### src/rtl/regfile_sb.sv
// -----------------------------------------------------------------------------
// regfile_sb
//
// Register file with two asynchronous read ports, two write ports and a
// load scoreboard (one pending bit per register).
//   - Port A (wa_*) is the ALU writeback: full-width writes.
//   - Port B (wb_*) is the load writeback: byte-lane writes under wb_be. Any
//     port-B write, even with wb_be all zero, retires the pending load of
//     that register.
//   - sb_set_* marks a register as awaiting a load. If the same register is
//     marked and retired in one cycle, the new mark wins.
//   - With BYPASS=1 the read ports see this cycle's writes, and a read of a
//     register being retired on port B reports it as not pending.
//   - With ZERO_REG=1 register 0 always reads 0 and is never pending.
//   - leds shows the low LED_W bits of the stored register picked by dbg_sel,
//     one cycle late.
//
// Ports
//   clk                  rising-edge clock
//   rst                  asynchronous active-high reset
//   rd1_addr/rd2_addr    read addresses
//   rd1_data/rd2_data    read data (combinational)
//   rd1_pend/rd2_pend    addressed register awaits a port-B write
//   wa_en/wa_addr/wa_data              port A write
//   wb_en/wb_addr/wb_data/wb_be        port B byte-lane write
//   sb_set_en/sb_set_addr              mark a register pending
//   pend_any             OR of all stored pending bits
//   dbg_sel              debug register select
//   leds                 registered low bits of the selected register
// -----------------------------------------------------------------------------
module regfile_sb #(
    parameter int DATA_W   = 32,
    parameter int ADDR_W   = 3,
    parameter int ZERO_REG = 0,
    parameter int BYPASS   = 1,
    parameter int LED_W    = 10
) (
    input  logic                  clk,
    input  logic                  rst,
    input  logic [ADDR_W-1:0]     rd1_addr,
    input  logic [ADDR_W-1:0]     rd2_addr,
    output logic [DATA_W-1:0]     rd1_data,
    output logic [DATA_W-1:0]     rd2_data,
    output logic                  rd1_pend,
    output logic                  rd2_pend,
    input  logic                  wa_en,
    input  logic [ADDR_W-1:0]     wa_addr,
    input  logic [DATA_W-1:0]     wa_data,
    input  logic                  wb_en,
    input  logic [ADDR_W-1:0]     wb_addr,
    input  logic [DATA_W-1:0]     wb_data,
    input  logic [DATA_W/8-1:0]   wb_be,
    input  logic                  sb_set_en,
    input  logic [ADDR_W-1:0]     sb_set_addr,
    output logic                  pend_any,
    input  logic [ADDR_W-1:0]     dbg_sel,
    output logic [LED_W-1:0]      leds
);

    localparam int NREG  = 1 << ADDR_W;
    localparam int NLANE = DATA_W / 8;

    logic [DATA_W-1:0] reg_q [NREG];
    logic [DATA_W-1:0] reg_d [NREG];
    logic [NREG-1:0]   pend_q;
    logic [NREG-1:0]   pend_d;
    logic [LED_W-1:0]  leds_q;

    genvar gi, gj;

    // Next-state of every register and pending bit. The same next value
    // feeds the flops and, with BYPASS=1, the read ports.
    generate
        for (gi = 0; gi < NREG; gi++) begin : g_reg
            if ((ZERO_REG != 0) && (gi == 0)) begin : g_zero
                assign reg_d[gi]  = '0;
                assign pend_d[gi] = 1'b0;
            end else begin : g_live
                logic              wa_hit;
                logic              wb_hit;
                logic              set_hit;
                logic [DATA_W-1:0] nxt;

                assign wa_hit  = wa_en     && (wa_addr     == ADDR_W'(gi));
                assign wb_hit  = wb_en     && (wb_addr     == ADDR_W'(gi));
                assign set_hit = sb_set_en && (sb_set_addr == ADDR_W'(gi));

                // Port B owns the lanes it enables; port A fills the rest.
                for (gj = 0; gj < NLANE; gj++) begin : g_lane
                    assign nxt[8*gj +: 8] =
                        (wb_hit && wb_be[gj]) ? wb_data[8*gj +: 8] :
                        wa_hit                ? wa_data[8*gj +: 8] :
                                                reg_q[gi][8*gj +: 8];
                end

                assign reg_d[gi]  = nxt;
                // A new load mark beats a retiring load to the same register.
                assign pend_d[gi] = set_hit | (pend_q[gi] & ~wb_hit);
            end
        end
    endgenerate

    // Read ports: two identical copies of the same mux.
    logic [ADDR_W-1:0] rd_addr [2];
    logic [DATA_W-1:0] rd_data [2];
    logic [1:0]        rd_pend;

    assign rd_addr[0] = rd1_addr;
    assign rd_addr[1] = rd2_addr;

    generate
        for (gi = 0; gi < 2; gi++) begin : g_rd
            logic [DATA_W-1:0] sel;
            logic              fwd_clr;

            if (BYPASS != 0) begin : g_byp
                assign sel     = reg_d[rd_addr[gi]];
                assign fwd_clr = wb_en && (wb_addr == rd_addr[gi]);
            end else begin : g_nobyp
                assign sel     = reg_q[rd_addr[gi]];
                assign fwd_clr = 1'b0;
            end

            // The forwarded next value would leak in-flight writes while
            // reset is held, so force reads to zero during reset.
            assign rd_data[gi] = rst ? '0 : sel;
            assign rd_pend[gi] = pend_q[rd_addr[gi]] & ~fwd_clr;
        end
    endgenerate

    assign rd1_data = rd_data[0];
    assign rd2_data = rd_data[1];
    assign rd1_pend = rd_pend[0];
    assign rd2_pend = rd_pend[1];
    assign pend_any = |pend_q;
    assign leds     = leds_q;

    always_ff @(posedge clk or posedge rst) begin
        if (rst) begin
            for (int i = 0; i < NREG; i++) begin
                reg_q[i] <= '0;
            end
            pend_q <= '0;
            leds_q <= '0;
        end else begin
            for (int i = 0; i < NREG; i++) begin
                reg_q[i] <= reg_d[i];
            end
            pend_q <= pend_d;
            // Debug view of the stored value, so same-cycle writes are
            // not visible here.
            leds_q <= reg_q[dbg_sel][LED_W-1:0];
        end
    end

endmodule

### config.mk
export PLATFORM = sky130hd
export DESIGN_NAME = regfile_sb
export DESIGN_NICKNAME = d
export VERILOG_FILES = /design/src/rtl/regfile_sb.sv
export SDC_FILE = /design/constraint.sdc
export NUM_CORES = 1
export LEC_CHECK = 0
export BUFFER_PORTS_ARGS = -buffer_cell sky130_fd_sc_hd__clkbuf_2
export CORE_MARGIN = 3
export CORE_UTILIZATION = 45
export DETAILED_ROUTE_END_ITERATION = 16
export HOLD_SLACK_MARGIN = 0.06
export SLEW_MARGIN = 20
export SYNTH_ARGS = -nofsm -noshare
export SYNTH_HDL_FRONTEND = slang
export SYNTH_SLANG_ARGS = --single-unit
### constraint.sdc
create_clock -name clk -period 13 [get_ports clk]
set_input_delay 0.65 -clock clk [delete_from_list [all_inputs] [get_ports clk]]
set_output_delay 0.65 -clock clk [all_outputs]
set_load 0.02 [all_outputs]
---- Yosys cells after proc, flatten, opt, wreduce, memory -nomap -nowiden ----
Cells that the tools add are included.
word-level totals
  logic and storage cells ................. 210
  output and inout bits ................... 77
  input bits .............................. 91
  register bits after elaboration ......... 274
operators by class
  muxes and demuxes ....................... 79
  reduce and logical (&&, ||, !) cells .... 62
  magnitude comparators ................... 5
  eq/ne operators ......................... 23
  bitwise logic cells ..................... 31
operator list
  operator            count
  $mux 8              64
  $bmux 32 s3         3
  $mux 32             6
  $logic_and 1x1->1   58
  $eq 3x3->1 const B  12
  $mux 10             2
  $eq 3x2->1 const B  6
  $ge 4x4->1 const B  3
  $not 3->4           3
  $and 1x1->1         10
  $not 1->1           10
  $eq 3x1->1 const B  3
  $logic_not 3->1     3
  $lt 3x4->1 const B  2
  $or 1x1->1          8
  $reduce_or 8->1     1
  $bmux 1 s3          2
  $eq 3x3->1          2
  $mux 1              2

---- Depth between registers and ports, before layout ----
  depth in word-level cells ............... 8
  gate-level depth with buffers ........... 10
  mapped depth without buffers ............ 6

---- Worst setup path before layout ----
Ideal clock, no wire load.
  path type ............................... in2out
  start ................................... input rst
  end ..................................... output rd2_data[12]
  stages on the path ...................... 4
  arrival time ............................ 10.969 ns
  required time ........................... 12.350 ns
  path buffers ............................ 1
  setup slack ............................. 1.381 ns
  cells stage by stage .................... inv_1 clkbuf_1 o221ai_1 nor4_1
on the way
  cells in the longest elaborated chain, start to end .. 1
ends and longest elaborated chain
  what         line  text
  from (decl)  39    input logic rst,
  $mux 32      126   assign rd_data[gi] = rst ? '0 : sel;
  to (decl)    43    output logic [DATA_W-1:0] rd2_data,
Every way passes these cells.

---- Worst setup path after layout ----
  start ................................... input wb_addr[2]
  end ..................................... output rd2_data[0]
on the way
  cells in the longest elaborated chain, start to end .. 8
  elaborated cells on any way between the ends .. 36
  classes of those cells .................. 7 x eq/ne; 12 x mux; 17 x reduce/logical
ends and longest elaborated chain
  what                                        line  text
  from (decl)                                 50    input logic [ADDR_W-1:0] wb_addr,
  $eq 3x3->1                                  85    assign wb_hit = wb_en && (wb_addr == ADDR_W'(gi));
  $logic_and 1x1->1                           85
  $logic_and 1x1->1                           91    (wb_hit && wb_be[gj]) ? wb_data[8*gj +: 8] :
  $mux 8                                      91
  net g_reg[5].g_live.nxt[0]                  82    logic [DATA_W-1:0] nxt;
  $bmux 32 s3                                 117   assign sel = reg_d[rd_addr[gi]];
  $mux 32 (not written as such) (2 in a row)  117
  $mux 32                                     126
The timed path passes the listed nets, and every way through them passes these cells. The select of a mux whose other input is x is not followed.

==> metrics.md <==
| Metric | Value |
|---|---|
| Die H | 209 µm |
| Initial Util | 46.1% |
| Final setup viols | 0 |
| Worst setup margin | about 8.4 ns |
| Final Critical Period | between 4 and 5 ns |
| Area grow syn2layout | 10.8% |
| CP startpoint kind | primary input |
| CP Class | in2out |
| Clock Tree Root | clkbuf_16 |
| Post-Syn Nets | 2,079 |
| Largest family of logic cells by synthesized area | multiplexers |
| Clk sinks | between 200 and 300 |
| Simple-gate share of the synthesized area | 12.3% |
| PwrDens | 147 nW/µm² |
| GRT Util Overall | 31.8% |
| Critical Path End Type | primary output |
| Final hold vios | 0 |
| Worst slew pin tran | 1.28 ns |
| Avg Inst Size Synth | between 9 and 10 µm² |
| Synth Area in Adders | 0% |
| Vias in the first global route | 16,700 |
| Layout cells sized above 1 | around a fifth |
| Initial antenna violation count | 2 |
| Clk buf depth | 3 |
| Post-Syn Area | 18,500 µm² |
| Setup TNS | 0 ns |
| Vias per inst | 6.67 |
| Maximum clock rate | 219 MHz |
| Iteration-0 DRC Markers | between 2,000 and 2,500 |
| Leak Pwr | roughly 9 nW |
| Area of the multi-input gates | 10,500 µm² |
| Placement Setup Slack | about 8.6 ns |
| Worst min-delay path class | in2reg |
| H-tree depth | 2 |
| Reg area | ~6900 µm² |
| Clk_lat worst skew | 0.56 ns |
| GP Congestion | roughly 0.92 |
| Max Used Layer | met5 |
| DRT Pass-1 Iters | 6 |
| Mean routed wirelength per cell | 27.7 µm |
| Die W | 209 µm |
| CP Data Arrival Time | between 3 and 4 ns |
| Port Buffers | 167 |
| Core ar. | 40,100 µm² |
| Final slew viol count | 0 |
| Die area | 43,500 µm² |
| Clock Pin Slew Worst Setup and Hold Paths | roughly 0.050 ns |
| XOR/XNOR share of the synthesized area | less than 1% |
| FF-to-FF path depth | 2 |
| Met2 wire length | 31.9 mm |
| Wire length of the first global-routing pass | 106 mm |
| Via count | between 15,000 and 20,000 |
| Max-cap violation count | 0 |
| Ys Warns | 0 |
| Post-route ant nets | 0 |
| Post-cts resize count | 0 |
| Post-synthesis cell type count | about 70 |
| Peak supply drop | 0.000103 V |
| Routed wire length | 71.5 mm |
| WL met1 | 29.3 mm |
| Sequential fraction of the synthesis area | 37.1% |
| EDFF count, synth | 0 |
| Post-synthesis mux area share | 23.2% |
| Cell Rows | 73 |
| Status | completed |
| Nets | 2,123 |
| Worst Hold Depth | 2 |
| Final HPWL DP | ~45 mm |
| # fillers | approximately 3,800 |
| Critical Path RT | 12.35 ns |
| # DRC | 0 |
| Period Utilization, post-route | around a third |
| Syn Inst Count | 1,988 |
| Num ports | 168 |
| Post-CTS setup buffers | 0 |
| CTS buffer count | 34 |
| Complex-gate fraction of the synthesized area | 20.9% |
| Max_slew headroom | 13.8% |
| Area share of the largest cell type after synthesis | 37.1% |
| Top cells by area, synth | dfrtp_1 (37%), mux2i_1 (13%), mux2_2 (6.5%) |
| Ant diodes | 0 |
| #FFs+latches synth | 274 |
| Worst Path Max Fanout | 17 |
| Top FF cell, synth | dfrtp_1 |
| Gr ovfl total | 0 |
| RSZ-0062 raised after global routing | no |
| Maximum number of pins on one net before global-route repair | 115 |
| Setup Skew | 0.0205 ns |
| CTS tree | yes |
| Hold buffers post-CTS | 0 |
| Met3 wire length | 7.37 mm |
| Area leader, netlist | dfrtp_1 |
| Asr flop ratio synth | 100% |
cells in the final DEF, fill, tap and decap left out, types with 6 or more instances in the layout:
| master | netlist | final |
|---|---|---|
| buf_4 | 17 | 32 |
| o21a_1 | 9 | 9 |
| and2_1 | 23 | 23 |
| nand2_1 | 83 | 82 |
| o221ai_1 | 45 | 45 |
| nand3_1 | 29 | 29 |
| nor2b_1 | 6 | 6 |
| o21ai_1 | 11 | 11 |
| mux4_2 | 26 | 26 |
| inv_1 | 70 | 69 |
| dfrtp_1 | 274 | 274 |
| clkbuf_1 | 121 | 8 |
| o21ai_0 | 59 | 59 |
| nor3_1 | 29 | 28 |
| o2bb2ai_1 | 11 | 11 |
| a31oi_1 | 15 | 15 |
| o22ai_1 | 35 | 35 |
| a211oi_1 | 137 | 137 |
| clkbuf_2 | 1 | 165 |
| nor4_1 | 32 | 32 |
| clkbuf_16 | 0 | 37 |
| o211ai_1 | 9 | 9 |
| nand2_2 | 9 | 10 |
| a2111oi_0 | 10 | 10 |
| o32ai_1 | 8 | 8 |
| mux2_2 | 106 | 106 |
| nor2_1 | 225 | 225 |
| mux2i_1 | 246 | 246 |
| o22a_1 | 7 | 7 |
| a21oi_1 | 193 | 193 |
sequential cells by signal, indices dropped and copies added (netlist names):
signal,count
pend_q,8
reg_q,256
leds,10
routing by layer:
metal  up-vias  GRT usage [%]
li1       7504              -
met1      8387           44.1
met2      1110           48.9
met3       187           6.59
met4         4           12.8
met5         -              0
final timing paths:
| path | from | to | slack, ns |
|---|---|---|---|
| max | wb_addr[2] | rd2_data[0] | 8.43 |
| min | sb_set_addr[2] | pend_q[2] | 0.38 |
| max reg2reg | reg_q[135] | leds[7] | 11.67 |
| min reg2reg | pend_q[6] | pend_q[6] | 0.52 |
| max in group asynchronous | rst | reg_q[30] | 10.89 |
| min in group asynchronous | rst | reg_q[115] | 0.64 |
stage by stage:
step                util (%)  hold WS, ns  std cells  power, mW  area [µm²]
finish                  51.0        0.385       2579       3.01       20500
global route            51.0        0.389       2579       3.15       20500
CTS                     51.0        0.359       2579       3.01       20500
detailed placement      48.3        0.533       2521       2.03       19300
global placement        48.3        0.509       2521       2.00       19300
floorplan                  -        0.482       1988       1.78       18500
critical path: stages:
cell       delay [ns]
clkbuf_2         0.29
and4b_1          0.62
nand2_1          0.56
a21oi_1          0.39
a211oi_1         0.12
a2111oi_0        0.95
clkbuf_2         0.32
cells in the mapped netlist, types with 4 or more instances:
| library cell | instances |
|---|---|
| a2111oi_0 | 10 |
| a211o_1 | 5 |
| a211oi_1 | 137 |
| a21oi_1 | 193 |
| a21oi_2 | 4 |
| a31oi_1 | 15 |
| a32oi_1 | 4 |
| and2_0 | 4 |
| and2_1 | 23 |
| and4bb_2 | 4 |
| buf_1 | 14 |
| buf_2 | 27 |
| buf_4 | 17 |
| buf_6 | 8 |
| clkbuf_1 | 121 |
| dfrtp_1 | 274 |
| inv_1 | 70 |
| mux2_2 | 106 |
| mux2i_1 | 246 |
| mux4_2 | 26 |
| nand2_1 | 83 |
| nand2_2 | 9 |
| nand2b_1 | 5 |
| nand3_1 | 29 |
| nand4_1 | 4 |
| nand4b_1 | 4 |
| nor2_1 | 225 |
| nor2b_1 | 6 |
| nor3_1 | 29 |
| nor4_1 | 32 |
| o211ai_1 | 9 |
| o21a_1 | 9 |
| o21ai_0 | 59 |
| o21ai_1 | 11 |
| o221ai_1 | 45 |
| o22a_1 | 7 |
| o22ai_1 | 35 |
| o2bb2ai_1 | 11 |
| o32ai_1 | 8 |
| xnor2_1 | 4 |
kinds of logic (layout without fill, tap and decap cells):
kind of cell / after synthesis / in the layout
multiplexers: 382 / 382
AO/OA/AOI/OAI: 589 / 589
flip-flops: 274 / 274
AND/OR/NAND/NOR: 478 / 478
XOR/XNOR: 4 / 4
buffers and inverters: 261 / 327
layout make-up:
type	instances	share of cell area (%)
inverter	72	1.36
sequential	274	33.5
clock inverter	8	0.452
timing repair buffer	197	5.21
clock buffer	50	5.01
multi-input combinational	1453	51.3
tap	525	3.21
power by group:
group          switching [mW]  total [mW]  internal, mW
clock                   0.389       0.973         0.584
sequential             0.0770        1.14          1.06
combinational           0.536       0.894         0.358
total                    1.00        3.01          2.00
Note: power is estimated with default switching activity, not from simulation.
